$ cat src/rtl/mxv_sequencer_pkg.sv
//------------------------------------------------------------------------------
// Module  : mxv_sequencer_pkg
// Brief   : Shared word type, frame delimiters and sequencer state encoding.
// Revision: 1.0 - initial release
//------------------------------------------------------------------------------
`default_nettype none

package mxv_sequencer_pkg;

  typedef logic [15:0] word_lenght_t;

  localparam word_lenght_t SOF_WORD = 16'h00FE;
  localparam word_lenght_t EOF_WORD = 16'h00EF;

  typedef enum logic [3:0] {
    ST_IDLE      = 4'd0,
    ST_GET_N     = 4'd1,
    ST_LOAD_M    = 4'd2,
    ST_LOAD_V    = 4'd3,
    ST_WAIT_END  = 4'd4,
    ST_RUN       = 4'd5,
    ST_WAIT_DONE = 4'd6,
    ST_READ      = 4'd7,
    ST_SEND      = 4'd8,
    ST_WAIT_TX   = 4'd9
  } seq_state_t;

endpackage

`default_nettype wire

$ cat src/rtl/mxv_sequencer_timeout.sv
//------------------------------------------------------------------------------
// Module  : mxv_seq_timeout
// Brief   : Loadable down-counter; flags expiry when it runs out while enabled.
// Revision: 1.0 - initial release
//------------------------------------------------------------------------------
`default_nettype none

module mxv_seq_timeout #(
  parameter int TIMEOUT = 100000
) (
  input  logic clk,
  input  logic rst,
  input  logic load,
  input  logic enable,
  output logic expired
);

  localparam int CNT_W = $clog2(TIMEOUT + 1);

  logic [CNT_W-1:0] r_count;

  always_ff @(posedge clk) begin
    if (rst || load) begin
      r_count <= CNT_W'(TIMEOUT);
    end else if (enable && (r_count != '0)) begin
      r_count <= r_count - CNT_W'(1);
    end
  end

  // A word arriving in the expiry cycle takes priority over the timeout.
  assign expired = enable && !load && (r_count == '0);

endmodule

`default_nettype wire

$ cat src/rtl/mxv_sequencer.sv
//------------------------------------------------------------------------------
// Module  : mxv_sequencer
// Brief   : Frame parser / MxV loader / result streamer between UART and MxV.
// Revision: 1.0 - initial release
//------------------------------------------------------------------------------
`default_nettype none

module mxv_sequencer
  import mxv_sequencer_pkg::*;
#(
  parameter int DATA_W  = 16,
  parameter int MAX_N   = 8,
  parameter int ADDR_W  = 6,
  parameter int TIMEOUT = 100000
) (
  input  logic              clk,
  input  logic              rst,
  input  logic              rx_valid,
  input  logic [DATA_W-1:0] rx_data,
  output logic              ld_we,
  output logic              ld_sel,
  output logic [ADDR_W-1:0] ld_addr,
  output logic [DATA_W-1:0] ld_data,
  output logic [3:0]        mxv_n,
  output logic              mxv_start,
  input  logic              mxv_done,
  output logic [ADDR_W-1:0] res_addr,
  input  logic [DATA_W-1:0] res_data,
  output logic [DATA_W-1:0] tx_data,
  output logic              tx_enable,
  input  logic              tx_busy,
  output logic              busy,
  output logic              frame_err
);

  seq_state_t        r_state, w_state_nxt;
  logic [3:0]        r_row, w_row_nxt;
  logic [3:0]        r_col, w_col_nxt;
  logic [3:0]        r_k, w_k_nxt;
  logic [3:0]        r_mxv_n, w_mxv_n_nxt;
  logic              r_ld_we, w_ld_we_nxt;
  logic              r_ld_sel, w_ld_sel_nxt;
  logic [ADDR_W-1:0] r_ld_addr, w_ld_addr_nxt;
  logic [DATA_W-1:0] r_ld_data, w_ld_data_nxt;
  logic              r_mxv_start, w_mxv_start_nxt;
  logic [DATA_W-1:0] r_tx_data, w_tx_data_nxt;
  logic              r_tx_enable, w_tx_enable_nxt;
  logic              r_frame_err, w_frame_err_nxt;
  logic              r_seen_busy, w_seen_busy_nxt;
  logic              w_in_frame, w_expired, w_n_ok;
  logic [ADDR_W-1:0] w_m_addr;

  assign w_in_frame = r_state inside {ST_GET_N, ST_LOAD_M, ST_LOAD_V, ST_WAIT_END};
  assign w_n_ok     = (rx_data != '0) && (rx_data <= DATA_W'(MAX_N));
  assign w_m_addr   = ADDR_W'(r_row) * ADDR_W'(r_mxv_n) + ADDR_W'(r_col);

  mxv_seq_timeout #(.TIMEOUT(TIMEOUT)) u_timeout (
    .clk     (clk),
    .rst     (rst),
    .load    (rx_valid || !w_in_frame),
    .enable  (w_in_frame),
    .expired (w_expired)
  );

  always_ff @(posedge clk) begin
    if (rst) begin
      r_state     <= ST_IDLE;
      r_row       <= '0;
      r_col       <= '0;
      r_k         <= '0;
      r_mxv_n     <= '0;
      r_ld_we     <= 1'b0;
      r_ld_sel    <= 1'b0;
      r_ld_addr   <= '0;
      r_ld_data   <= '0;
      r_mxv_start <= 1'b0;
      r_tx_data   <= '0;
      r_tx_enable <= 1'b0;
      r_frame_err <= 1'b0;
      r_seen_busy <= 1'b0;
    end else begin
      r_state     <= w_state_nxt;
      r_row       <= w_row_nxt;
      r_col       <= w_col_nxt;
      r_k         <= w_k_nxt;
      r_mxv_n     <= w_mxv_n_nxt;
      r_ld_we     <= w_ld_we_nxt;
      r_ld_sel    <= w_ld_sel_nxt;
      r_ld_addr   <= w_ld_addr_nxt;
      r_ld_data   <= w_ld_data_nxt;
      r_mxv_start <= w_mxv_start_nxt;
      r_tx_data   <= w_tx_data_nxt;
      r_tx_enable <= w_tx_enable_nxt;
      r_frame_err <= w_frame_err_nxt;
      r_seen_busy <= w_seen_busy_nxt;
    end
  end

  always_comb begin
    w_state_nxt     = r_state;
    w_row_nxt       = r_row;
    w_col_nxt       = r_col;
    w_k_nxt         = r_k;
    w_mxv_n_nxt     = r_mxv_n;
    w_ld_we_nxt     = 1'b0;
    w_ld_sel_nxt    = r_ld_sel;
    w_ld_addr_nxt   = r_ld_addr;
    w_ld_data_nxt   = r_ld_data;
    w_mxv_start_nxt = 1'b0;
    w_tx_data_nxt   = r_tx_data;
    w_tx_enable_nxt = 1'b0;
    w_frame_err_nxt = 1'b0;
    w_seen_busy_nxt = r_seen_busy;

    case (r_state)
      ST_IDLE: begin
        if (rx_valid && (rx_data == DATA_W'(SOF_WORD))) w_state_nxt = ST_GET_N;
      end
      ST_GET_N: begin
        if (rx_valid) begin
          if (w_n_ok) begin
            w_mxv_n_nxt = rx_data[3:0];
            w_row_nxt   = '0;
            w_col_nxt   = '0;
            w_state_nxt = ST_LOAD_M;
          end else begin
            w_frame_err_nxt = 1'b1;
            w_state_nxt     = ST_IDLE;
          end
        end
      end
      ST_LOAD_M: begin
        if (rx_valid) begin
          w_ld_we_nxt   = 1'b1;
          w_ld_sel_nxt  = 1'b0;
          w_ld_addr_nxt = w_m_addr;
          w_ld_data_nxt = rx_data;
          if (r_col == r_mxv_n - 4'd1) begin
            w_col_nxt = '0;
            if (r_row == r_mxv_n - 4'd1) begin
              w_row_nxt   = '0;
              w_state_nxt = ST_LOAD_V;
            end else begin
              w_row_nxt = r_row + 4'd1;
            end
          end else begin
            w_col_nxt = r_col + 4'd1;
          end
        end
      end
      ST_LOAD_V: begin
        if (rx_valid) begin
          w_ld_we_nxt   = 1'b1;
          w_ld_sel_nxt  = 1'b1;
          w_ld_addr_nxt = ADDR_W'(r_col);
          w_ld_data_nxt = rx_data;
          if (r_col == r_mxv_n - 4'd1) begin
            w_col_nxt   = '0;
            w_state_nxt = ST_WAIT_END;
          end else begin
            w_col_nxt = r_col + 4'd1;
          end
        end
      end
      ST_WAIT_END: begin
        if (rx_valid) begin
          if (rx_data == DATA_W'(EOF_WORD)) begin
            w_state_nxt = ST_RUN;
          end else begin
            w_frame_err_nxt = 1'b1;
            w_state_nxt     = ST_IDLE;
          end
        end
      end
      ST_RUN: begin
        w_mxv_start_nxt = 1'b1;
        w_k_nxt         = '0;
        w_state_nxt     = ST_WAIT_DONE;
      end
      ST_WAIT_DONE: begin
        if (mxv_done) w_state_nxt = ST_READ;
      end
      ST_READ: begin
        w_state_nxt = ST_SEND;
      end
      ST_SEND: begin
        if (!tx_busy) begin
          w_tx_data_nxt   = res_data;
          w_tx_enable_nxt = 1'b1;
          w_seen_busy_nxt = 1'b0;
          w_state_nxt     = ST_WAIT_TX;
        end
      end
      ST_WAIT_TX: begin
        // Advance only on the falling edge of busy that follows our own request.
        if (tx_busy) begin
          w_seen_busy_nxt = 1'b1;
        end else if (r_seen_busy) begin
          if (r_k == r_mxv_n - 4'd1) begin
            w_state_nxt = ST_IDLE;
          end else begin
            w_k_nxt     = r_k + 4'd1;
            w_state_nxt = ST_READ;
          end
        end
      end
      default: w_state_nxt = ST_IDLE;
    endcase

    if (w_expired) begin
      w_frame_err_nxt = 1'b1;
      w_state_nxt     = ST_IDLE;
    end
  end

  assign ld_we     = r_ld_we;
  assign ld_sel    = r_ld_sel;
  assign ld_addr   = r_ld_addr;
  assign ld_data   = r_ld_data;
  assign mxv_n     = r_mxv_n;
  assign mxv_start = r_mxv_start;
  assign res_addr  = ADDR_W'(r_k);
  assign tx_data   = r_tx_data;
  assign tx_enable = r_tx_enable;
  assign frame_err = r_frame_err;
  assign busy      = (r_state != ST_IDLE);

endmodule

`default_nettype wire
$ cat config.mk
export PLATFORM = sky130hd
export DESIGN_NAME = mxv_sequencer
export DESIGN_NICKNAME = d
export VERILOG_FILES = /design/src/rtl/mxv_sequencer_pkg.sv /design/src/rtl/mxv_sequencer_timeout.sv /design/src/rtl/mxv_sequencer.sv
export SDC_FILE = /design/constraint.sdc
export NUM_CORES = 1
export LEC_CHECK = 0
export CAP_MARGIN = 20
export CELL_PAD_IN_SITES_DETAIL_PLACEMENT = 0
export CELL_PAD_IN_SITES_GLOBAL_PLACEMENT = 1
export CORE_ASPECT_RATIO = 0.5
export CORE_MARGIN = 2
export CORE_UTILIZATION = 30
export CTS_CLUSTER_SIZE = 8
export DETAILED_ROUTE_END_ITERATION = 10
export PLACE_DENSITY = 0.63
export SLEW_MARGIN = 20
export SYNTH_ARGS = -nofsm -noshare
export SYNTH_HDL_FRONTEND = slang
export SYNTH_SLANG_ARGS = --single-unit
$ cat constraint.sdc
create_clock -name clk -period 3.9 [get_ports clk]
set_input_delay 0.585 -clock clk [delete_from_list [all_inputs] [get_ports clk]]
set_output_delay 0.585 -clock clk [all_outputs]
set_load 0.02 [all_outputs]
== After elaboration in Yosys (flattened, before gate mapping) ==
Index checks and enable logic that the tools add are counted.
W data, S select, Z words.
Operators by class
  magnitude comparators: 1
  add/sub/neg operators: 6
  muxes and demuxes: 47
  bitwise operators: 3
  $mul: 1
  equal/unequal tests: 30
  reductions and logical operators: 33
Operators with widths (count)
  $mux W4: 22
  $pmux W4 S10: 1
  $eq A16 B8 Y1 const B: 2
  $ne A2 B2 Y1 const B: 12
  $pmux W4 S2: 3
  $logic_not A17 Y1: 1
  $reduce_bool A17 Y1: 1
  $sub A17 B1 Y17 const B: 1
  $eq A4 B3 Y1 const B: 4
  $le A16 B4 Y1 const B: 1
  $reduce_bool A16 Y1: 1
  $add A4 B1 Y4 const B: 3
  $eq A4 B4 Y1: 3
  $mux W1: 12
  $mux W6: 2
  $pmux W6 S2: 1
  $reduce_and A12 Y1: 1
  $reduce_bool A2 Y1: 5
  $reduce_and A3 Y1: 3
  $eq A4 B2 Y1 const B: 2
  $eq A4 B4 Y1 const B: 2
  $ne A2 B1 Y1 const B: 4
  $reduce_and A4 Y1: 2
  $reduce_bool A4 Y1: 2
  other kinds (15): 30
Word-level totals
  bits of input ports: 37
  flip-flop bits (word level): 81
  output and inout port bits: 54
  word-level logic and storage cells: 136

== Depth between registers and ports, before layout ==
Gate-level depths: netlist of run 1.
  depth after elaboration: 8
  gate-level depth with buffers: 13
  mapped depth without buffers: 12

== By module ==
Synthesis of run 1 repeated with hierarchy kept, for this count alone.
Second synthesis, totals
  cell total of the unflattened synthesis: 534
  area, all modules: 4531.8 µm²
Modules (own cells, without submodules)
  mxv_sequencer: cells an instance 422, sequential area each 1281.2 µm², times used 1, area each 3578.4 µm²
  mxv_seq_timeout: cells an instance 112, sequential area each 340.3 µm², times used 1, area each 953.4 µm²

== Worst setup path before layout of run 1 ==
OpenSTA, ideal clock, no wires.
  kind: register to register
  from: register r_mxv_n[3] (netlist: mxv_n[3])
  to: register r_ld_addr[5] (netlist: ld_addr[5])
  data arrival time: 3.271 ns
  setup time: 0.128 ns
  path slack: 0.502 ns
  buffers on the path: 1
  cell stages (with the launch flop): 13
  clock period less this slack: 3.398 ns
  required time: 3.772 ns
  cell sequence: dfxtp_1 clkbuf_1 nand2_1 fa_1 fa_1 fa_1 inv_1 ha_1 a21o_1 a21oi_1 xnor2_1 a22oi_1 nor2_1
On the way
  longest elaborated chain between the ends: 4
RTL lines
  start, declared: line mxv_sequencer.sv:40  | logic [3:0] r_mxv_n, w_mxv_n_nxt;
  start signal, assigned: line mxv_sequencer.sv:86  | r_mxv_n <= w_mxv_n_nxt;
  $mul A4 B4 Y6: line mxv_sequencer.sv:55  | assign w_m_addr = ADDR_W'(r_row) * ADDR_W'(r_mxv_n) + ADDR_W'(r_col);
  $add A6 B4 Y6: line mxv_sequencer.sv:55
  $mux W6: line mxv_sequencer.sv:133  | if (rx_valid) begin
  $pmux W6 S2: line mxv_sequencer.sv:115  | case (r_state)
  end signal, assigned: line mxv_sequencer.sv:89  | r_ld_addr <= w_ld_addr_nxt;
  end, declared: line mxv_sequencer.sv:43  | logic [ADDR_W-1:0] r_ld_addr, w_ld_addr_nxt;
No other way between the ends. The select of a mux whose other input is x is not followed.
A chain may end at the register's enable or synchronous reset.

== Final worst setup path of run 1 ==
  from: register r_row[1]
  to: register r_ld_addr[5] (netlist: ld_addr[5])
On the way
  longest elaborated chain between the ends: 4
RTL lines
  start, declared: line mxv_sequencer.sv:37  | logic [3:0] r_row, w_row_nxt;
  start signal, assigned: line mxv_sequencer.sv:83  | r_row <= w_row_nxt;
  $mul A4 B4 Y6: line mxv_sequencer.sv:55
  $add A6 B4 Y6: line mxv_sequencer.sv:55
  $mux W6: line mxv_sequencer.sv:133
  $pmux W6 S2: line mxv_sequencer.sv:115
No other way between the ends. The select of a mux whose other input is x is not followed.

==> impl_metrics.ini, run 1 <==
[power_and_ir_drop]
peakVddDrop_mv = 0.215
leakage_nw = 2.01
pwr_density_cell_mw_per_mm2 = 397

[logic_synthesis]
syn_area_mm2 = 0.00425
synthCells = 512
synth_top_area_share_pct = 38.2
ys_seq_area_share_pct = 38.2
synth-seq-cells = 81
ys.flop_type = dfxtp_1
ys_types = 61
yosys_warnings = 0
synth_edf_count = 0
synth_area_per_cell_um2 = 8.29
ys_async_sr_fraction_pct = 0
ys_top_cells_by_area = dfxtp_1 (38%), nand2_1 (7.8%), a21oi_1 (7.0%)
yosys.area.top_type = dfxtp_1

[timing]
relSlewSlack_pct = 39.4
slew_viol_final = 0
fin_worst_hold_slack_ps = 454
rsz0062_at_grt = false
min_period_ps = 3300
setup_violations = 0
tns_ps = 0
max_freq_mhz = 303
clock_skew_ps = 6.99
hold_viol_final = 0
worst_slew_pin_slew_ps = 909
fin_crit_sh_pct = 84.6

[layout]
num-fill-cells = 1441
mostFrequentLayoutCell = nand2_1
final_nets = 651
final_cell_mix = nand2_1 (88), clkdlybuf4s50_1 (87), dfxtp_1 (81), a21oi_1 (59), nor2_1 (44)
final_cells = 787
final_core_util_pct = 40.6
layout-area-overhead-vs-synth_pct = 31.1
drive_above_1_share_pct = 6.72
antenna_cells = 0

[floorplan]
rows = 30
die_y_um = 88.1
die_x_um = 172
die_area_mm2 = 0.0152
fp.coreArea_mm2 = 0.0137
ios = 91
start_util_pct = 31.0

[critical_path]
arrival_ps = 3490
crit_type = register to register
crit_path_start_kind = register
cp.required_ps = 4090
critPathCaptureType = register
cp_max_fo = 8

[place]
hpwl_mm = 8.04
io_buffer_count = 88
place_inst = 771
globalplace.congestion = 0.777

[routing]
drtIter0Drc = 153
post-route-drc-count = 0
final_antenna_net_count = 0
wl_mm = 11.2
wl_per_cell_um = 14.3
via_count = 3604
viasPerCell = 4.58
drt_first_pass_iters = 4

[clock_network]
cts_made_buffers = 9
cts_max_level = 3
clock_latency_ps = 340
root_buffer = clkbuf_16
cts_tree = done
cts_sinks = 81
hold_buffers = 0
postCtsSetupRepairBufs = 0
clkTransAtPathRegs_ps = 70
cts_resized = 0
cts_buffer_depth = 2

[status]
status = completed

[run]
cap_violations = 0

[global_routing]
antenna_found_initial = 0
grt_max_degree = 47
grt_pass1_wl_mm = 18.4
grt_overflow = 0
track_usage_pct = 15.7
grt_pass1_vias = 3526

[worst_hold_path]
hold_class = register to register
==> critical path, cell delays in order (launching register included) <==
cell and delay (ps):
dfxtp_1 490, nand2_1 120, fa_1 500, fa_1 520
fa_1 520, inv_1 40, ha_1 330, a21o_1 170
a21oi_1 160, xnor2_1 90, a22oi_1 150, nor2_1 60
==> final cells by class <==
class	instances	area [um^2]	share of cell area (%)
well taps	192	240	4.32
clock buffers	11	243	4.36
flip-flops and latches	81	1620	29.1
multi-input cells	381	2420	43.4
clock inverters	5	38.8	0.697
repair buffers	94	921	16.5
inverters	23	86.3	1.55
==> per-layer routing <==
metal  part of all wire [%]  GRT usage (%)  vias to the layer above
met1                     54           23.4                     1646
li1                       -              -                     1893
met3                    4.8           4.84                        5
met2                     41           21.7                       60
met4                   0.58           3.74                        0
met5                      0              0                        -
==> synth_stat cells (3+ instances only) <==
cell type / instances
ha_1: 18
xor2_1: 17
or3_1: 9
and2_1: 8
nand3b_1: 3
nor3_1: 4
nand4_1: 3
nand3_1: 16
o21ai_0: 12
or2_2: 3
a21oi_1: 59
and4_1: 3
nand2_1: 88
nand2b_1: 8
buf_2: 5
nor2_1: 44
inv_1: 23
dfxtp_1: 81
xnor2_1: 17
o31ai_1: 3
nor4_1: 5
o211ai_1: 3
fa_1: 6
or3_2: 3
a22oi_1: 5
clkbuf_1: 19
mux2i_1: 4
==> sequential cells by signal, indices dropped and copies added (netlist names) <==
signal             count
r_row                  4
tx_data               16
ld_sel                 1
mxv_start              1
r_k                    4
tx_enable              1
u_timeout.r_count     17
ld_we                  1
r_seen_busy            1
mxv_n                  4
ld_data               16
ld_addr                6
r_state                4
frame_err              1
r_col                  4
==> cells by family (layout without fill, tap and decap cells) <==
| kind of cell | Yosys count | count (layout) | synth area share, % |
|---|---|---|---|
| other | 1 | 2 | 0.0883 |
| flip-flops | 81 | 81 | 38.2 |
| AND/OR/NAND/NOR | 217 | 217 | 26.1 |
| XOR/XNOR | 36 | 36 | 7.93 |
| buffers and inverters | 51 | 133 | 5.01 |
| multiplexers | 4 | 4 | 0.943 |
| adder cells (fa/ha/maj) | 24 | 24 | 8.13 |
| AO/OA/AOI/OAI | 98 | 98 | 13.6 |
==> through the flow <==
step	power (mW)	area, um^2	setup slack (ps)
3_3_place_gp	1.42	5290	668
5_1_grt	2.33	5570	338
3_5_place_dp	1.42	5290	601
2_1_floorplan	1.25	4250	502
6_report	2.21	5570	599
4_1_cts	2.24	5570	570
==> worst paths after layout <==
check             slack (ps)     endpoint         from  cells after the start
hold reg to reg          450  tx_data[12]  tx_data[12]                      2
setup reg to reg         600   ld_addr[5]     r_row[1]                     11
setup / recovery         600   ld_addr[5]     r_row[1]                     11
hold / removal           450  tx_data[12]  tx_data[12]                      2
==> power breakdown <==
| group | switching, mW | internal (mW) |
|---|---|---|
| Combinational | 0.271 | 0.206 |
| Sequential | 0.0534 | 0.865 |
| Clock | 0.366 | 0.452 |
No activity file was read; power rests on OpenSTA's default activity.
==> run 2: changes to the inputs <==
clock period = 3.3 ns   (was 3.9 ns; I/O delays follow)
==> impl_metrics.ini, run 2 (synthesis gave the netlist of run 1 again) <==
[status]
status = completed

[clock_network]
postCtsSetupRepairBufs = 0
cts_buffer_depth = 2
cts_sinks = 81
root_buffer = clkbuf_16
cts_tree = done
clock_latency_ps = 340
cts_resized = 0
hold_buffers = 0
cts_max_level = 3
clkTransAtPathRegs_ps = 70
cts_made_buffers = 9

[critical_path]
crit_type = register to register
crit_chain = nand2_1 -> fa_1 -> fa_1 -> fa_1 -> inv_1 -> ha_1 -> a21o_1 -> a21oi_1 -> xnor2_1 -> a22oi_1 -> nor2_1
reg2reg_setup_slack_ps = 180
crit_path_start_kind = register
cp_max_fo = 3
critPathCaptureType = register
cp_slowest_cell = fa_1
slowest_delay_ps = 570
crit_start = r_row[0]
crit_buf_inv = 1
critPathTopFamily = adder cells
path_depth = 11
cp.required_ps = 3500
r2r-end = ld_addr[5]
cp-endpoint = ld_addr[5]
r2r_start = r_row[0]
arrival_ps = 3320
r2r_cells = 11
path_common_cell = fa_1

[global_routing]
grt-busiest-layer = met1
grt_overflow = 0
grtUsageMet1_pct = 23.1
grt_pass1_wl_mm = 18.7
met2_usage_pct = 23.1
met3_usage_pct = 5.11
antenna_found_initial = 0
grt_pass1_vias = 3578
track_usage_pct = 16.0
grt_max_degree = 41

[timing]
max_freq_mhz = 320
hold_viol_final = 0
slew_viol_final = 0
tns_ps = 0
relSlewSlack_pct = 40.9
worst_slew_pin_slew_ps = 886
min_period_ps = 3120
fin_crit_sh_pct = 94.7
worst_slack_ps = 176
setup_violations = 0
clock_skew_ps = 8.24
rsz0062_at_grt = false

[layout]
stdcell_area_mm2 = 0.00564
final_nets = 656
regArea_mm2 = 0.00162
largest_register_ffs = 17
drive_above_1_share_pct = 8.00
antenna_cells = 0
mostFrequentLayoutCell = nand2_1
num-fill-cells = 1405
final_cell_mix = nand2_1 (88), clkdlybuf4s50_1 (87), dfxtp_1 (79), a21oi_1 (59), nor2_1 (44)
multi_input_area_mm2 = 0.00242
layout-area-overhead-vs-synth_pct = 32.8
regMostFlops = u_timeout.r_count

[power_and_ir_drop]
peakVddDrop_mv = 0.225
leakage_nw = 2.06
total_power_mw = 2.71
pwr_density_cell_mw_per_mm2 = 480

[run]
cap_violations = 0

[routing]
drtIter0Drc = 175
viasPerCell = 4.69
drt_first_pass_iters = 4
wl_mm = 11.4
via_count = 3711
final_antenna_net_count = 0
post-route-drc-count = 0
wl_per_cell_um = 14.4

[floorplan]
fp.coreArea_mm2 = 0.0137
die_area_mm2 = 0.0152
start_util_pct = 31.0
ios = 91
die_x_um = 172
rows = 30
die_y_um = 88.1

[place]
io_buffer_count = 88
dp_slack_ps = 141
hpwl_mm = 8.22
place_area_mm2 = 0.00532
globalplace.congestion = 0.754

[worst_hold_path]
hold_class = register to register
-- run 2: cell type report --
type	instances	area share, %
clock inverter	5	1.11
tap	192	4.26
timing repair buffer	99	17.0
sequential	81	28.8
inverter	23	1.53
multi-input combinational	381	42.8
clock buffer	11	4.48
-- run 2: tightest hold or removal path, delay by kind of cell (launching register included) --
family,cells,cell delay [ps]
compound gates,1,50
flops,1,310
simple gates,1,50
-- run 2: metal layers --
metal / vias to the layer above / wire, um
met5: - / 0
met4: 0 / 100
met3: 9 / 612
met2: 69 / 4810
met1: 1730 / 5890
li1: 1903 / -
-- run 2: how the worst min path moves through the flow --
stage	start	end	slack, ps	cells after the start
5_1_grt	ld_data[0]	ld_data[0]	470	2
4_1_cts	ld_data[13]	ld_data[13]	460	2
6_report	ld_data[13]	ld_data[13]	450	2
2_1_floorplan	u_timeout.r_count[10]	u_timeout.r_count[10]	450	2
3_3_place_gp	tx_data[15]	tx_data[15]	440	2
3_5_place_dp	ld_data[13]	ld_data[13]	450	2
-- run 2: power breakdown --
group	leakage, nW	switching [mW]	internal, mW	total (mW)
Clock	0.148	0.428	0.632	1.06
Sequential	0.655	0.0354	1.02	1.06
Combinational	1.26	0.346	0.243	0.589
Total	2.06	0.810	1.90	2.71
-- run 2: stage by stage --
step / hold slack [ps] / instances / util [%]
3_5_place_dp: 448 / 776 / 38.8
5_1_grt: 471 / 792 / 41.2
3_3_place_gp: 442 / 776 / 38.8
4_1_cts: 457 / 792 / 41.2
6_report: 453 / 792 / 41.2
2_1_floorplan: 452 / 513 / -
==> run 3: changes to the inputs <==
ABC_AREA = 1   (was unset)
PLACE_DENSITY = 0.65   (was 0.63)
==> impl_metrics.ini, run 3 <==
[status]
status = completed

[logic_synthesis]
ys.flop_type = dfxtp_1
synthMuxAreaShare_pct = 0
synth_area_per_cell_um2 = 6.78
ys_seq_area_share_pct = 35.3
yosys_warnings = 0
post_synth_fa_ha_maj_area_fraction_pct = 7.52
synth-seq-cells = 81
synth_commonest_cells = nand2_1 (180), nor2_1 (97), dfxtp_1 (81)
yosys.area.top_type = dfxtp_1
synth_top_family_by_area = simple AND/OR/NAND/NOR gates
ys_async_sr_fraction_pct = 0
ys_top_cells_by_area = dfxtp_1 (35%), nand2_1 (15%), nor2_1 (7.9%)
synth_top_area_share_pct = 35.3
yosysMostFrequentCell = nand2_1
synth_xor_area_share_pct = 2.29
synthCells = 677
syn_area_mm2 = 0.00459
synthSimpleGateAreaFrac_pct = 36.0
ys_types = 42
synth_edf_count = 0
synth_compound_area_share_pct = 9.76

[clock_network]
root_buffer = clkbuf_16
cts_buffer_depth = 2
clock_latency_ps = 350
hold_buffers = 0
cts_max_level = 3
cts_tree = done
cts_sinks = 81
cts_made_buffers = 9
clkTransAtPathRegs_ps = 70

[global_routing]
grt_pass1_vias = 4289
antenna_found_initial = 0
grt_max_degree = 40
track_usage_pct = 17.8
grt_pass1_wl_mm = 22.6
grt_overflow = 0

[routing]
final_antenna_net_count = 0
wl_per_cell_um = 14.1
wl_mm = 13.8
post-route-drc-count = 0
viasPerCell = 4.60
drtIter0Drc = 213
drt_first_pass_iters = 5
via_count = 4491

[run]
cap_violations = 0

[place]
dp_slack_ps = 30.2
place_area_mm2 = 0.00572
io_buffer_count = 88
globalplace.congestion = 0.811
hpwl_mm = 10.4

[timing]
setup_violations = 0
fin_crit_sh_pct = 95.6
clock_skew_ps = 8.84
worst_slack_ps = 144
slew_viol_final = 0
relSlewSlack_pct = 51.5
tns_ps = 0
hold_viol_final = 0
worst_slew_pin_slew_ps = 727
max_freq_mhz = 317
min_period_ps = 3160

[floorplan]
die_area_mm2 = 0.0164
die_x_um = 179
fp.coreArea_mm2 = 0.0147
die_y_um = 91.5
ios = 91
rows = 31
start_util_pct = 31.2

[critical_path]
cp_max_fo = 5
arrival_ps = 3430
crit_type = register to register
crit_path_start_kind = register
critPathCaptureType = register
cp.required_ps = 3580

[layout]
final_cell_mix = nand2_1 (180), nor2_1 (97), clkdlybuf4s50_1 (88), dfxtp_1 (78), inv_1 (76)
layout-area-overhead-vs-synth_pct = 32.0
drive_above_1_share_pct = 8.35
antenna_cells = 0
mostFrequentLayoutCell = nand2_1
regMostFlops = u_timeout.r_count
largest_register_ffs = 17
stdcell_area_mm2 = 0.00606
multi_input_area_mm2 = 0.00257
num-fill-cells = 1543
regArea_mm2 = 0.00163
final_nets = 834

[power_and_ir_drop]
pwr_density_cell_mw_per_mm2 = 361
leakage_nw = 2.71
peakVddDrop_mv = 0.205

[worst_hold_path]
hold_class = register to register
==> run 3: cell count changes after synthesis, sizes merged, moves of 22 or more <==
cell and delta:
nand2 +98, nand3 +36, o21ai +22, inv +62
nor2 +63, a21oi -22
==> run 3: cell families after synthesis <==
kind of cell               count (synthesis)
AOI/OAI and AO/OA                         82
xor gates and xnor gates                  12
adders and majority gates                 24
buffers and inverters                    101
DFF                                       81
other                                      1
and+or+nand+nor                          376
==> run 3: what timing repair did <==
action	in CTS	in global routing
resized for setup	0	1
endpoints found under the setup margin	0	2
buffers inserted	0	0
==> run 3: layer usage <==
metal	share of wire (%)	GRT usage, %	up-vias
li1	-	-	2340
met1	52	24.9	2050
met2	41	26.9	93
met3	5.5	5.19	8
met4	0.87	3.66	0
met5	0	0	-
==> run 3: power breakdown <==
part | internal, mW | switching (mW)
sequential | 0.977 | 0.0000254
clock | 0.676 | 0.449
combinational | 0.0440 | 0.0426
total | 1.70 | 0.491
==> run 3: cell type report <==
type | instances | area share (%)
timing repair buffer | 100 | 16.0
multi-input combinational | 496 | 42.4
sequential | 81 | 26.8
clock inverter | 6 | 1.61
inverter | 85 | 5.27
tap | 198 | 4.09
clock buffer | 10 | 3.78
==> run 3: worst paths after layout <==
path                             start              endpoint  slack [ps]  depth (start not counted)
setup / recovery              r_row[2]            ld_addr[5]         140                         14
hold / removal    u_timeout.r_count[0]  u_timeout.r_count[0]         470                          2
setup reg to reg              r_row[2]            ld_addr[5]         140                         14
hold reg to reg   u_timeout.r_count[0]  u_timeout.r_count[0]         470                          2
==> run 3: metrics by stage <==
| stage | power (mW) | hold slack [ps] | utilization [%] | cells |
|---|---|---|---|---|
| global route | 2.27 | 492 | 41.2 | 976 |
| detailed placement | 1.09 | 462 | 38.9 | 960 |
| finish | 2.19 | 465 | 41.2 | 976 |
| floorplan | 1.03 | 443 | - | 678 |
| global placement | 1.09 | 455 | 38.9 | 960 |
| CTS | 2.23 | 472 | 41.1 | 976 |
==> run 3: critical path, cell delays in order, from the launching register on <==
cell and delay [ps]:
dfxtp_1 330, nand2_1 80, fa_1 580, fa_1 440
fa_1 510, inv_1 60, ha_4 250, a21oi_1 160
o21bai_1 80, or2_2 280, nand2_1 60, nand2_1 40
nand2_1 60, nand2_1 50, a21oi_1 110
